**src/rtl/cpu_term_pkg.sv**
```systemverilog
// Shared types and defaults for the 68030 bus-cycle termination front end.
// State encoding, termination causes and default parameter values.
package cpu_term_pkg;

    localparam int DEF_SYNC_STAGES    = 2;
    localparam int DEF_TIMEOUT_CYCLES = 255;

    typedef enum logic [1:0] {
        ST_IDLE    = 2'd0,
        ST_WAIT    = 2'd1,
        ST_TERM    = 2'd2,
        ST_RECOVER = 2'd3
    } term_state_e;

    typedef enum logic [2:0] {
        CAUSE_NONE    = 3'd0,
        CAUSE_BERR    = 3'd1,
        CAUSE_STERM   = 3'd2,
        CAUSE_DSACK   = 3'd3,
        CAUSE_TIMEOUT = 3'd4
    } term_cause_e;

endpackage

```
**src/rtl/cpu_term_ctrl_if.sv**
```systemverilog
// Termination bus between the CPU state machine side and cpu_term_ctrl.
// master = CPU/bus side driving raw terms, slave = cpu_term_ctrl.
interface cpu_term_ctrl_if;
    logic CYC_ACTIVE;
    logic DSACK0_;
    logic DSACK1_;
    logic STERM_IN_;
    logic BERR_;
    logic DSACK;
    logic STERM_;
    logic PORT32;
    logic BUS_ERR;
    logic TIMEOUT;

    modport master (
        output CYC_ACTIVE, DSACK0_, DSACK1_, STERM_IN_, BERR_,
        input  DSACK, STERM_, PORT32, BUS_ERR, TIMEOUT
    );

    modport slave (
        input  CYC_ACTIVE, DSACK0_, DSACK1_, STERM_IN_, BERR_,
        output DSACK, STERM_, PORT32, BUS_ERR, TIMEOUT
    );
endinterface

```
**src/rtl/cpu_sync_ff.sv**
```systemverilog
// N-stage flop synchroniser for active-low async inputs; resets to 1 (negated).
module cpu_sync_ff #(
    parameter int STAGES = 2
) (
    input  logic CLK,
    input  logic RST,
    input  logic d,
    output logic q
);
    logic [STAGES-1:0] chain;

    always_ff @(posedge CLK) begin
        if (RST) begin
            chain <= '1;
        end else begin
            chain <= {chain[STAGES-2:0], d};
        end
    end

    assign q = chain[STAGES-1];
endmodule

```
**src/rtl/cpu_term_ctrl.sv**
```systemverilog
// Qualifies 68030 termination inputs for the DMA CPU state machine.
// Optional cycle timeout built only when CPU_TERM_TIMEOUT_EN is defined.
//
// state      | meaning
// IDLE       | no master cycle, waiting for CYC_ACTIVE rise
// WAIT       | cycle running, waiting for BERR/STERM/DSACK/timeout
// TERM       | async termination seen, DSACK held until CYC_ACTIVE drops
// RECOVER    | waiting for CYC_ACTIVE and all synced terms to negate
module cpu_term_ctrl
    import cpu_term_pkg::*;
#(
    parameter int SYNC_STAGES    = DEF_SYNC_STAGES,
    parameter int TIMEOUT_CYCLES = DEF_TIMEOUT_CYCLES,
    parameter int TO_W           = 8
) (
    input  logic           CLK,
    input  logic           RST,
    cpu_term_ctrl_if.slave bus
);
    if (SYNC_STAGES < 2 || SYNC_STAGES > 3 || TIMEOUT_CYCLES < 1 ||
        TIMEOUT_CYCLES >= (1 << TO_W)) begin : g_bad_param
        $error("cpu_term_ctrl: illegal SYNC_STAGES/TIMEOUT_CYCLES/TO_W");
    end

    logic dsack0_s, dsack1_s, berr_s;
    logic sterm_q, cyc_q, berr_s_prev;
    logic to_hit;

    term_state_e state_q, state_nxt;
    term_cause_e cause_q, cause_nxt;
    logic        port32_lat_q, port32_lat_nxt;

    logic dsack_q, sterm_o_q, port32_q, bus_err_q;

    cpu_sync_ff #(.STAGES(SYNC_STAGES)) u_sync_dsack0 (
        .CLK(CLK), .RST(RST), .d(bus.DSACK0_), .q(dsack0_s)
    );
    cpu_sync_ff #(.STAGES(SYNC_STAGES)) u_sync_dsack1 (
        .CLK(CLK), .RST(RST), .d(bus.DSACK1_), .q(dsack1_s)
    );
    cpu_sync_ff #(.STAGES(SYNC_STAGES)) u_sync_berr (
        .CLK(CLK), .RST(RST), .d(bus.BERR_), .q(berr_s)
    );

    // STERM_ is already synchronous to CLK, so one register is enough.
    always_ff @(posedge CLK) begin
        if (RST) begin
            sterm_q     <= 1'b1;
            cyc_q       <= 1'b0;
            berr_s_prev <= 1'b1;
        end else begin
            sterm_q     <= bus.STERM_IN_;
            cyc_q       <= bus.CYC_ACTIVE;
            berr_s_prev <= berr_s;
        end
    end

`ifdef CPU_TERM_TIMEOUT_EN
    logic [TO_W-1:0] to_cnt_q, to_cnt_nxt;
    logic            timeout_q;

    assign to_hit = (to_cnt_q == TO_W'(TIMEOUT_CYCLES - 1));

    // Counter only advances in WAIT and is zero on every entry into WAIT.
    always_comb begin
        to_cnt_nxt = '0;
        if (state_q == ST_WAIT) begin
            to_cnt_nxt = to_cnt_q + TO_W'(1);
        end
    end

    always_ff @(posedge CLK) begin
        if (RST) begin
            to_cnt_q  <= '0;
            timeout_q <= 1'b0;
        end else begin
            to_cnt_q  <= to_cnt_nxt;
            timeout_q <= (cause_q == CAUSE_TIMEOUT);
        end
    end

    assign bus.TIMEOUT = timeout_q;
`else
    assign to_hit      = 1'b0;
    assign bus.TIMEOUT = 1'b0;
`endif

    always_ff @(posedge CLK) begin
        if (RST) begin
            state_q      <= ST_IDLE;
            cause_q      <= CAUSE_NONE;
            port32_lat_q <= 1'b0;
        end else begin
            state_q      <= state_nxt;
            cause_q      <= cause_nxt;
            port32_lat_q <= port32_lat_nxt;
        end
    end

    always_comb begin
        state_nxt      = state_q;
        cause_nxt      = CAUSE_NONE;
        port32_lat_nxt = port32_lat_q;
        case (state_q)
            ST_IDLE: begin
                if (bus.CYC_ACTIVE && !cyc_q) begin
                    state_nxt = ST_WAIT;
                end
            end
            ST_WAIT: begin
                if (!bus.CYC_ACTIVE) begin
                    state_nxt = ST_IDLE;
                end else if (!berr_s) begin
                    state_nxt = ST_RECOVER;
                    cause_nxt = CAUSE_BERR;
                end else if (!sterm_q) begin
                    state_nxt = ST_RECOVER;
                    cause_nxt = CAUSE_STERM;
                end else if (!dsack0_s || !dsack1_s) begin
                    state_nxt      = ST_TERM;
                    cause_nxt      = CAUSE_DSACK;
                    port32_lat_nxt = !dsack0_s && !dsack1_s;
                end else if (to_hit) begin
                    state_nxt = ST_RECOVER;
                    cause_nxt = CAUSE_TIMEOUT;
                end
            end
            ST_TERM: begin
                if (!bus.CYC_ACTIVE) begin
                    state_nxt = ST_RECOVER;
                end
                // Late BERR after DSACK: report once on its falling edge.
                if (!berr_s && berr_s_prev) begin
                    cause_nxt = CAUSE_BERR;
                end
            end
            ST_RECOVER: begin
                if (!bus.CYC_ACTIVE && dsack0_s && dsack1_s && berr_s) begin
                    state_nxt = ST_IDLE;
                end
            end
            default: state_nxt = ST_IDLE;
        endcase
    end

    always_ff @(posedge CLK) begin
        if (RST) begin
            dsack_q   <= 1'b0;
            sterm_o_q <= 1'b1;
            port32_q  <= 1'b0;
            bus_err_q <= 1'b0;
        end else begin
            dsack_q   <= (state_q == ST_TERM);
            sterm_o_q <= (cause_q != CAUSE_STERM);
            port32_q  <= (state_q == ST_TERM) && port32_lat_q;
            bus_err_q <= (cause_q == CAUSE_BERR) || (cause_q == CAUSE_TIMEOUT);
        end
    end

    assign bus.DSACK   = dsack_q;
    assign bus.STERM_  = sterm_o_q;
    assign bus.PORT32  = port32_q;
    assign bus.BUS_ERR = bus_err_q;
endmodule

```
**src/flat_wrapper.sv**
```systemverilog
// flat-port wrapper written by rule: the top's interface ports become plain ports
module cpu_term_ctrl_flat import cpu_term_pkg::*;
#(
    parameter int SYNC_STAGES    = DEF_SYNC_STAGES,
    parameter int TIMEOUT_CYCLES = DEF_TIMEOUT_CYCLES,
    parameter int TO_W           = 8
)
  (CLK, RST, bus_CYC_ACTIVE, bus_DSACK0_, bus_DSACK1_, bus_STERM_IN_, bus_BERR_, bus_DSACK, bus_STERM_, bus_PORT32, bus_BUS_ERR, bus_TIMEOUT);
  cpu_term_ctrl_if bus_i ();
  input  logic CLK;
  input  logic RST;
  input wire logic [$bits(bus_i.CYC_ACTIVE)-1:0] bus_CYC_ACTIVE;
  input wire logic [$bits(bus_i.DSACK0_)-1:0] bus_DSACK0_;
  input wire logic [$bits(bus_i.DSACK1_)-1:0] bus_DSACK1_;
  input wire logic [$bits(bus_i.STERM_IN_)-1:0] bus_STERM_IN_;
  input wire logic [$bits(bus_i.BERR_)-1:0] bus_BERR_;
  output wire logic [$bits(bus_i.DSACK)-1:0] bus_DSACK;
  output wire logic [$bits(bus_i.STERM_)-1:0] bus_STERM_;
  output wire logic [$bits(bus_i.PORT32)-1:0] bus_PORT32;
  output wire logic [$bits(bus_i.BUS_ERR)-1:0] bus_BUS_ERR;
  output wire logic [$bits(bus_i.TIMEOUT)-1:0] bus_TIMEOUT;
  assign bus_i.CYC_ACTIVE = bus_CYC_ACTIVE;
  assign bus_i.DSACK0_ = bus_DSACK0_;
  assign bus_i.DSACK1_ = bus_DSACK1_;
  assign bus_i.STERM_IN_ = bus_STERM_IN_;
  assign bus_i.BERR_ = bus_BERR_;
  assign bus_DSACK = bus_i.DSACK;
  assign bus_STERM_ = bus_i.STERM_;
  assign bus_PORT32 = bus_i.PORT32;
  assign bus_BUS_ERR = bus_i.BUS_ERR;
  assign bus_TIMEOUT = bus_i.TIMEOUT;
  cpu_term_ctrl #(.SYNC_STAGES(SYNC_STAGES), .TIMEOUT_CYCLES(TIMEOUT_CYCLES), .TO_W(TO_W)) u_core (.CLK(CLK), .RST(RST), .bus(bus_i));
endmodule
```
**config.mk**
```make
export PLATFORM = sky130hd
export DESIGN_NAME = cpu_term_ctrl_flat
export DESIGN_NICKNAME = d
export VERILOG_FILES = /design/src/rtl/cpu_term_pkg.sv /design/src/rtl/cpu_term_ctrl_if.sv /design/src/rtl/cpu_sync_ff.sv /design/src/rtl/cpu_term_ctrl.sv /design/src/flat_wrapper.sv
export SDC_FILE = /design/constraint.sdc
export NUM_CORES = 1
export LEC_CHECK = 0
export ABC_AREA = 1
export CAP_MARGIN = 30
export CORE_MARGIN = 2
export CORE_UTILIZATION = 55
export DETAILED_ROUTE_END_ITERATION = 12
export DONT_BUFFER_PORTS = 1
export GPL_TIMING_DRIVEN = 0
export HOLD_SLACK_MARGIN = 0.08
export PLACE_DENSITY = 0.69
export SLEW_MARGIN = 20
export SYNTH_ARGS = -nofsm -noshare
export SYNTH_HDL_FRONTEND = slang
export SYNTH_SLANG_ARGS = --single-unit
export TNS_END_PERCENT = 50
```
**constraint.sdc**
```tcl
create_clock -name CLK -period 1.7 [get_ports CLK]
set_input_delay 0.17 -clock CLK [delete_from_list [all_inputs] [get_ports CLK]]
set_output_delay 0.17 -clock CLK [all_outputs]
set_load 0.01 [all_outputs]
```
### Yosys cells after proc, flatten, opt, wreduce, memory -nomap -nowiden

Cells that the tools add are included.

* eq/ne operators: 10
* muxes and demuxes: 14
* reduce and logical (&&, ||, !) cells: 17

Operators with widths (number)
* $mux 2: 8
* $mux 3: 3
* $pmux 2 s4: 1
* $logic_and 1x1->1: 7
* $pmux 3 s2: 1
* $logic_not 1->1: 5
* $ne 5x5->1 const B: 1
* $reduce_and 5->1: 1
* $eq 2x2->1 const B: 2
* $ne 2x1->1 const B: 2
* $reduce_and 4->1: 1
* $eq 3x1->1 const B: 1
* $eq 3x3->1 const B: 1
* $ne 3x2->1 const B: 1
* $eq 2x1->1 const B: 1
* $logic_not 2->1: 1
* $logic_or 1x1->1: 2
* $ne 2x2->1 const B: 1
* $mux 1: 1

* register bits after elaboration: 19
* input port bits: 7
* output and inout port bits: 5
* word-level logic and storage cells: 54

### Logic depth before layout (Yosys ltp)

Gate-level depths: netlist of run 1.

* depth after elaboration: 7
* depth in mapped cells: 9
* depth with buffers taken out: 9

### Cells and area by module

Synthesis of run 1 repeated with hierarchy kept, for this count alone.

* cells, all modules: 95
* area total of the unflattened synthesis: 735.7 um^2

By module, submodules not included
* cpu_term_ctrl: instances 1, cells an instance 74, area each 559.3 um^2
* cpu_sync_ff: instances 3, cells an instance 7, area each 58.8 um^2

### Worst setup path before layout of run 1

OpenSTA, ideal clock, no wires.

* path type: register to register
* start: reg u_core.state_q[0]
* end: reg (tool-made name)
* library setup time: 0.064 ns
* arrival: 1.174 ns
* setup slack: 0.462 ns
* cell stages (with the launch flop): 10
* path buffers: 0
* clock period less this slack: 1.238 ns
* cells stage by stage: dfxtp_1 -> inv_1 -> ha_1 -> nand2_1 -> inv_1 -> nor2_1 -> nand3_1 -> nor2_1 -> nor2_1 -> nor2_1

RTL lines
* start: declaration: RTL line cpu_term_ctrl.sv:29 `term_state_e state_q, state_nxt;`
* start signal: assignment: RTL line cpu_term_ctrl.sv:94 `state_q <= state_nxt;`

==> flow_metrics.tcl, run 1 <==
set metrics [dict create \
    status "finished, final reports clean" \
    initial_core_util 0.5740 \
    layout_commonest_cell "dfxtp_1" \
    cp_common_cell "nor2_1" \
    power_density_mw_per_mm2 1196 \
    numCtsBuffers 3 \
    cpMaxStageDelayCell "dfxtp_1" \
    area_delta_synth_final_pct 15.81 \
    grt_use_met3 0.05000 \
    grt_pass1_vias 478 \
    postCtsHoldBufs 6 \
    ant_nets 0 \
    cp.arrival_ns 1.70 \
    max_freq_mhz 682.8 \
    grt_util_all_layers 0.1755 \
    cts_tree "built" \
    antenna_found_initial 0 \
    hpwl_microns 791 \
    syn_nets 100 \
    routed_wl_mm 1.150 \
    met1_usage 0.1966 \
    p_comb_frac 0.258 \
    rows 13 \
    rrSetupSlack_ns 0.24 \
    synth_seq_cells 18 \
    min_period_over_period 0.8615 \
    grt_start_max_net_pins 11 \
    critPathBufInv 2 \
    yosys.cell_types.count 20 \
    gp_congestion 0.7734 \
    yosysSeqAreaShare 0.4948 \
    rsz0062_at_grt "no" \
    hp-class "in2reg" \
    via_count 554 \
    p_sw_frac 0.3105 \
    mostFrequentLayoutCells "dfxtp_1, inv_1, nand2_1" \
    crit_type "reg2reg" \
    cp_cell_sequence "inv_1 > ha_1 > nand2_1 > inv_1 > nor2_1 > nand3_1 > nor2_1 > nor2_1 > nor2_1" \
    ios 12 \
    ys_warn_count 0 \
    numPortBuffers 0 \
    die_x_microns 40.39 \
    core_sq_mm 0.001269 \
    final_hold_viol_count 0 \
    busiest_layer "met2" \
    critical_path_required_ns 1.94 \
    drt-vias-per-instance 4.903 \
    gr-total-overflow 0 \
    netlist_area_sq_um 728.2 \
    post-cts-setup-buffers 0 \
    endpoint_kind "flip-flop" \
    drv_cap 0 \
    die_area_sq_mm 0.001631 \
    seq_power_share 0.489 \
    setup_viol 0 \
    drive_above_1_share 0.1633 \
    clock_power_share 0.254 \
    ctsRootBufferMaster "clkbuf_4" \
    final-max-slew-violation-count 0 \
    cts_sinks 18 \
    gr-usage-met2 0.2937 \
    skew_ns 0.001715 \
    htree_levels 1 \
    power_switching_uw 313.3 \
    fin_crit_ns 1.465 \
    cts.clk_slew.worst_paths_ns 0.09 \
    fill_cells 112 \
    antenna_cells 0 \
    ctsResizeCount 0 \
    power.leakage_uw 0.0003769 \
    avgSynthCellArea_sq_um 8.275 \
    crit_path_start_kind "flip-flop" \
    grt_pass1_wl_mm 1.842 \
    peakVddDrop_v 0.0005485 \
    synth_cells 88 \
    p_int_uw 695.7 \
    clock_latency_ns 0.29 \
    die_y_microns 40.39 \
    slowest_delay_ns 0.44 \
    worstPathMaxFanout 6 \
    tns_ns 0 \
    cp_top_family "simple AND/OR/NAND/NOR gates" \
    first_pass_iters 4 \
    power_uw 1009 \
    cts_buffer_depth 2 \
    drt_first_iter_violations 24 \
    fin_nets 111 \
    drc 0 \
    wl_per_cell_microns 10.18 \
]
[worst reg2reg max path, cell delays in order, from the launching register on]
cell,delay (ns)
dfxtp_1,0.44
inv_1,0.14
ha_1,0.27
nand2_1,0.07
inv_1,0.05
nor2_1,0.10
nand3_1,0.10
nor2_1,0.10
nor2_1,0.04
nor2_1,0.09
[routing by layer]
| layer | vias up | routed length, microns | share of wire |
|---|---|---|---|
| met5 | - | 0 | 0 |
| met4 | 0 | 25 | 0.022 |
| met3 | 5 | 64 | 0.056 |
| met2 | 14 | 563 | 0.49 |
| met1 | 244 | 496 | 0.43 |
| li1 | 291 | - | - |
[logic make-up after synthesis]
logic type | after synthesis | share of synthesized area
buffers and inverters | 16 | 0.08763
flip-flops | 18 | 0.4949
other | 1 | 0.005150
AO/OA/AOI/OAI | 7 | 0.05499
AND/OR/NAND/NOR | 41 | 0.2715
adder cells (fa/ha/maj) | 5 | 0.08591
[cell type report]
cell class / instances / area, sq um / area share
Sequential cell: 18 / 360.3 / 0.4273
Tap cell: 15 / 18.77 / 0.02226
Multi-Input combinational cell: 54 / 304.0 / 0.3605
Timing Repair Buffer: 6 / 60.06 / 0.07122
Buffer: 2 / 11.26 / 0.01335
Clock buffer: 4 / 36.28 / 0.04303
Inverter: 14 / 52.55 / 0.06231
[registers in the layout (all words and copies together) (netlist names), 2 cells and up, named ones only]
name / cells
u_core.u_sync_dsack1.chain: 2
u_core.cause_q: 2
u_core.u_sync_berr.chain: 2
u_core.u_sync_dsack0.chain: 2
[synth_stat cells, drive strengths merged]
cell    instances  area [sq um]
dfxtp          18         360.4
inv            14         52.55
nand2          11         41.29
nor2           10         40.04
or2             7         43.79
nand3           6         30.03
a21oi           5         28.78
ha              5         62.56
nor3            3         15.01
nand4           2         12.51
a31oi           1         6.260
buf             1         7.510
clkbuf          1         3.750
conb            1         3.750
nand3b          1         7.510
nor3b           1         7.510
o21ai           1         5.000
[path summary, 6_finish.rpt]
check	from	end	cells after the start
worst max-delay path	u_core.state_q[0]	flip-flop	9
worst min-delay path	bus_CYC_ACTIVE	flip-flop	4
worst max register to register	u_core.state_q[0]	flip-flop	9
worst min register to register	u_core.cause_q[1]	u_core.bus.STERM_	1
[per-stage QoR]
stage	hold WS (ns)	setup slack (ns)	cell area (sq um)	util	cells
4_1_cts	0.1779	0.2286	843.3	0.6647	113
5_1_grt	0.2208	0.06978	843.3	0.6647	113
3_3_place_gp	0.2757	0.2804	747.0	0.5888	103
3_5_place_dp	0.2758	0.2669	747.0	0.5888	103
2_1_floorplan	0.2738	0.4619	728.2	-	88
6_report	0.1781	0.2354	843.3	0.6647	113
[power by group through the flow]
stage / combinational [uW] / sequential, uW / clock [uW]
CTS: 260 / 494 / 263
global placement: 242 / 502 / 0
detailed placement: 242 / 504 / 0
global route: 306 / 500 / 273
finish: 260 / 493 / 256
floorplan: 203 / 494 / 0
Power figures use the tool's default switching activity.
==> run 2: changes to the inputs <==
--- a/config.mk
+++ b/config.mk
@@ -8,12 +8,12 @@
 export ABC_AREA = 1
 export CAP_MARGIN = 30
 export CORE_MARGIN = 2
-export CORE_UTILIZATION = 55
+export CORE_UTILIZATION = 35
 export DETAILED_ROUTE_END_ITERATION = 12
 export DONT_BUFFER_PORTS = 1
 export GPL_TIMING_DRIVEN = 0
 export HOLD_SLACK_MARGIN = 0.08
-export PLACE_DENSITY = 0.69
+export PLACE_DENSITY = 0.48
 export SLEW_MARGIN = 20
 export SYNTH_ARGS = -nofsm -noshare
 export SYNTH_HDL_FRONTEND = slang
==> run 2 against run 1 <==
Clock skew rose by 0.0053 ns. Final cell count rose by 9.7%. Sequential share of layout area fell by 0.063 points. Critical path type unchanged.
==> flow_metrics.tcl, run 2 (same netlist as run 1, synthesis figures left out) <==
set metrics [dict create \
    cp_cell_sequence "inv_1 > ha_1 > nand2_1 > inv_1 > nor2_1 > nand3_1 > nor2_1 > nor2_1 > nor2_1" \
    max_freq_mhz 689.3 \
    area_delta_synth_final_pct 15.98 \
    drv_cap 0 \
    p_comb_frac 0.274 \
    critical_path_required_ns 1.93 \
    antenna_cells 0 \
    die_y_microns 49.62 \
    drc 0 \
    cts_tree "built" \
    endpoint_kind "flip-flop" \
    die_x_microns 49.62 \
    crit_path_start_kind "flip-flop" \
    grt_util_all_layers 0.1242 \
    ctsResizeCount 0 \
    crit_path_start "u_core.state_q[0]" \
    postCtsHoldBufs 6 \
    cts.clk_slew.worst_paths_ns 0.09 \
    p_int_uw 646.5 \
    wl_per_cell_microns 9.863 \
    rows 16 \
    fin_nets 111 \
    initial_core_util 0.3712 \
    crit_type "reg2reg" \
    grt_pass1_wl_mm 2.290 \
    antenna_found_initial 0 \
    setup_viol 0 \
    worstPathMaxFanout 6 \
    status "finished, final reports clean" \
    peakVddDrop_v 0.0006518 \
    cts_sinks 18 \
    cp.arrival_ns 1.68 \
    layout_commonest_cell "dfxtp_1" \
    cts_buffer_depth 2 \
    numPortBuffers 0 \
    power_density_mw_per_mm2 1127 \
    skew_ns 0.007019 \
    drt-vias-per-instance 4.468 \
    clock_power_share 0.209 \
    gr-total-overflow 0 \
    ant_nets 0 \
    grt_start_max_net_pins 11 \
    gp_congestion 0.7244 \
    drive_above_1_share 0.1546 \
    via_count 554 \
    post-cts-setup-buffers 0 \
    tns_ns 0 \
    numCtsBuffers 3 \
    hpwl_microns 884.5 \
    first_pass_iters 2 \
    min_period_over_period 0.8534 \
    clock_latency_ns 0.29 \
    htree_levels 1 \
    fin_crit_ns 1.451 \
    reg2regPathDepth 9 \
    cpMaxStageDelayCell "dfxtp_1" \
    reg2reg_from "u_core.state_q[0]" \
    cp_common_cell "nor2_1" \
    mostFrequentLayoutCells "dfxtp_1, inv_1, nand2_1" \
    slowest_delay_ns 0.44 \
    final-max-slew-violation-count 0 \
    final_hold_viol_count 0 \
    hp-class "in2reg" \
    ctsRootBufferMaster "clkbuf_4" \
    drt_first_iter_violations 5 \
    power.leakage_uw 0.0003697 \
    rsz0062_at_grt "no" \
    ios 12 \
    p_sw_frac 0.3209 \
    rrSetupSlack_ns 0.25 \
    fill_cells 218 \
    routed_wl_mm 1.223 \
    seq_power_share 0.517 \
    power_switching_uw 305.5 \
    die_area_sq_mm 0.002462 \
    post-route-util 0.4305 \
    core_sq_mm 0.001962 \
    grt_pass1_vias 580 \
]
[run 2: worst min-delay path by stage]
stage | cells past startpoint | slack [ns] | from | to
after CTS | 4 | 0.18 | bus_CYC_ACTIVE | flip-flop
after global routing | 4 | 0.20 | bus_CYC_ACTIVE | u_core.port32_lat_q
after detailed placement | 1 | 0.28 | bus_BERR_ | u_core.u_sync_berr.chain[0]
after floorplan | 1 | 0.27 | bus_STERM_IN_ | u_core.sterm_q
after global placement | 1 | 0.27 | bus_DSACK0_ | u_core.u_sync_dsack0.chain[0]
final | 4 | 0.18 | bus_CYC_ACTIVE | flip-flop
[run 2: final cells by class]
class | count | area [sq um] | share of cell area
inverter | 14 | 52.55 | 0.06222
multi-input combinational | 54 | 304.0 | 0.3600
buffer | 2 | 11.26 | 0.01333
timing repair buffer | 6 | 60.06 | 0.07111
tap | 27 | 33.78 | 0.04000
sequential | 18 | 360.3 | 0.4267
clock buffer | 3 | 22.52 | 0.02667
[run 2: worst max-delay path: cells and delay by family (launching register included)]
| family | cells | cell delay (ns) |
|---|---|---|
| buf+inv | 2 | 0.19 |
| flops | 1 | 0.44 |
| fa+ha+maj | 1 | 0.27 |
| simple gates | 6 | 0.49 |
[run 2: per-layer routing]
metal,part of all wire,global-route usage
met5,0,0
met3,0.046,0.05455
met1,0.46,0.1259
met4,0.019,0.05556
met2,0.47,0.2178
[run 2: power groups by stage]
stage	Clock (uW)	Sequential [uW]	Combinational (uW)
CTS	211	493	264
global placement	0	503	246
detailed placement	0	502	253
floorplan	0	494	203
finish	199	492	261
global route	226	500	310
[run 2: metrics by stage]
step | setup WS (ns) | cells | hold WS [ns] | area, sq um | power, uW
after global placement | 0.2822 | 115 | 0.2739 | 762.0 | 748.5
after global routing | 0.05530 | 124 | 0.1988 | 844.6 | 1036
after CTS | 0.2343 | 124 | 0.1756 | 844.6 | 968.1
after floorplan | 0.4619 | 88 | 0.2738 | 728.2 | 697.3
after detailed placement | 0.2813 | 115 | 0.2763 | 762.0 | 754.2
final | 0.2492 | 124 | 0.1842 | 844.6 | 952.0
==> run 3: changes to the inputs <==
--- a/config.mk
+++ b/config.mk
@@ -7,7 +7,6 @@
 export LEC_CHECK = 0
 export ABC_AREA = 1
 export CAP_MARGIN = 30
-export CORE_MARGIN = 2
 export CORE_UTILIZATION = 35
 export DETAILED_ROUTE_END_ITERATION = 12
 export DONT_BUFFER_PORTS = 1
==> run 3 against run 2 <==
Cell area unchanged. Clock skew down 0.0039 ns. First-iteration DRC count up 40%. Fmax down 0.76%. Power about the same. Sequential cell count unchanged. Register-to-register slack about the same. Core utilization unchanged. Clock power down 2%.
==> flow_metrics.tcl, run 3 (same netlist as run 1, synthesis figures left out) <==
set metrics [dict create \
    wl_per_cell_microns 9.524 \
    final_area_sq_um 844.6 \
    critical_path_required_ns 1.93 \
    ios 12 \
    grt_util_all_layers 0.1353 \
    hp-class "in2reg" \
    drt_first_iter_violations 7 \
    holdWs_ns 0.1853 \
    layout_commonest_cell "dfxtp_1" \
    crit_path_start_kind "flip-flop" \
    fill_cells 216 \
    cts_sinks 18 \
    endpoint_kind "flip-flop" \
    cts_tree "built" \
    rsz0062_at_grt "no" \
    htree_levels 1 \
    initial_core_util 0.3712 \
    fin_crit_ns 1.462 \
    gp_congestion 0.7192 \
    routed_wl_mm 1.181 \
    min_period_over_period 0.8599 \
    mostFrequentLayoutCells "dfxtp_1, inv_1, nand2_1" \
    core_sq_mm 0.001962 \
    skew_ns 0.003115 \
    cp.arrival_ns 1.69 \
    die_x_microns 47.62 \
    rows 16 \
    cts.clk_slew.worst_paths_ns 0.09 \
    ctsRootBufferMaster "clkbuf_4" \
    die_area_sq_mm 0.002267 \
    power.leakage_uw 0.0003697 \
    antenna_cells 0 \
    grt_pass1_wl_mm 2.035 \
    first_pass_iters 4 \
    antenna_found_initial 0 \
    drc 0 \
    die_y_microns 47.62 \
    status "finished, final reports clean" \
    cts_buffer_depth 2 \
    peakVddDrop_v 0.0004781 \
    clock_latency_ns 0.28 \
    fin_nets 111 \
    drt-vias-per-instance 4.435 \
    drive_above_1_share 0.1546 \
    rrSetupSlack_ns 0.24 \
    final-max-slew-violation-count 0 \
    area_delta_synth_final_pct 15.98 \
    numPortBuffers 0 \
    power_density_mw_per_mm2 1127 \
    tns_ns 0 \
    final_hold_viol_count 0 \
    setup_viol 0 \
    gr-total-overflow 0 \
    ant_nets 0 \
    crit_type "reg2reg" \
    numCtsBuffers 3 \
    via_count 550 \
    worstPathMaxFanout 6 \
    max_freq_mhz 684.0 \
    ctsResizeCount 0 \
    grt_pass1_vias 513 \
    hpwl_microns 857.3 \
    place_inst 115 \
    layout.cells.non_filler 124 \
    post_dp_cell_area_sq_um 762.0 \
    drv_cap 0 \
    grt_start_max_net_pins 11 \
]
run 3: final timing paths:
kind,startpoint,end,depth (start not counted)
max,u_core.state_q[0],flip-flop,9
min reg2reg,u_core.cause_q[1],u_core.bus.STERM_,1
max reg2reg,u_core.state_q[0],flip-flop,9
min,bus_CYC_ACTIVE,flip-flop,4
run 3: final cells by class:
class,count,area (sq um),area share
Inverter,14,52.55,0.06222
Multi-Input combinational cell,54,304.0,0.3600
Buffer,2,11.26,0.01333
Sequential cell,18,360.3,0.4267
Timing Repair Buffer,6,60.06,0.07111
Clock buffer,3,22.52,0.02667
Tap cell,27,33.78,0.04000
run 3: power breakdown:
| group | leakage [uW] | internal, uW | switching [uW] |
|---|---|---|---|
| clock | 0.0000138 | 82.2 | 113 |
| sequential | 0.000148 | 456 | 38.5 |
| combinational | 0.000208 | 108 | 154 |
run 3: metal layers:
| layer | GRT usage | vias to the layer above | share of wire |
|---|---|---|---|
| met2 | 0.2329 | 18 | 0.47 |
| met5 | 0 | - | 0 |
| met4 | 0.05000 | 0 | 0.010 |
| met1 | 0.1422 | 240 | 0.47 |
| met3 | 0.06792 | 2 | 0.046 |
| li1 | - | 290 | - |
run 3: through the flow:
stage          total power (uW)    util  setup slack [ns]
2_1_floorplan             697.3       -            0.4619
3_3_place_gp              748.7  0.3884            0.2825
3_5_place_dp              752.4  0.3884            0.2560
4_1_cts                   964.4  0.4305            0.2441
5_1_grt                    1031  0.4305           0.06343
6_report                  952.0  0.4305            0.2381
run 3: what timing repair did:
action                                  CTS  global route
buffers inserted                          0             0
hold buffers                              6             0
endpoints found under the hold margin     9             0
endpoints found under the setup margin    0             0
run 3: critical path, stage by stage, from the launching register on:
cell,delay (ns)
dfxtp_1,0.45
inv_1,0.15
ha_1,0.27
nand2_1,0.07
inv_1,0.04
nor2_1,0.09
nand3_1,0.09
nor2_1,0.10
nor2_1,0.04
nor2_1,0.09
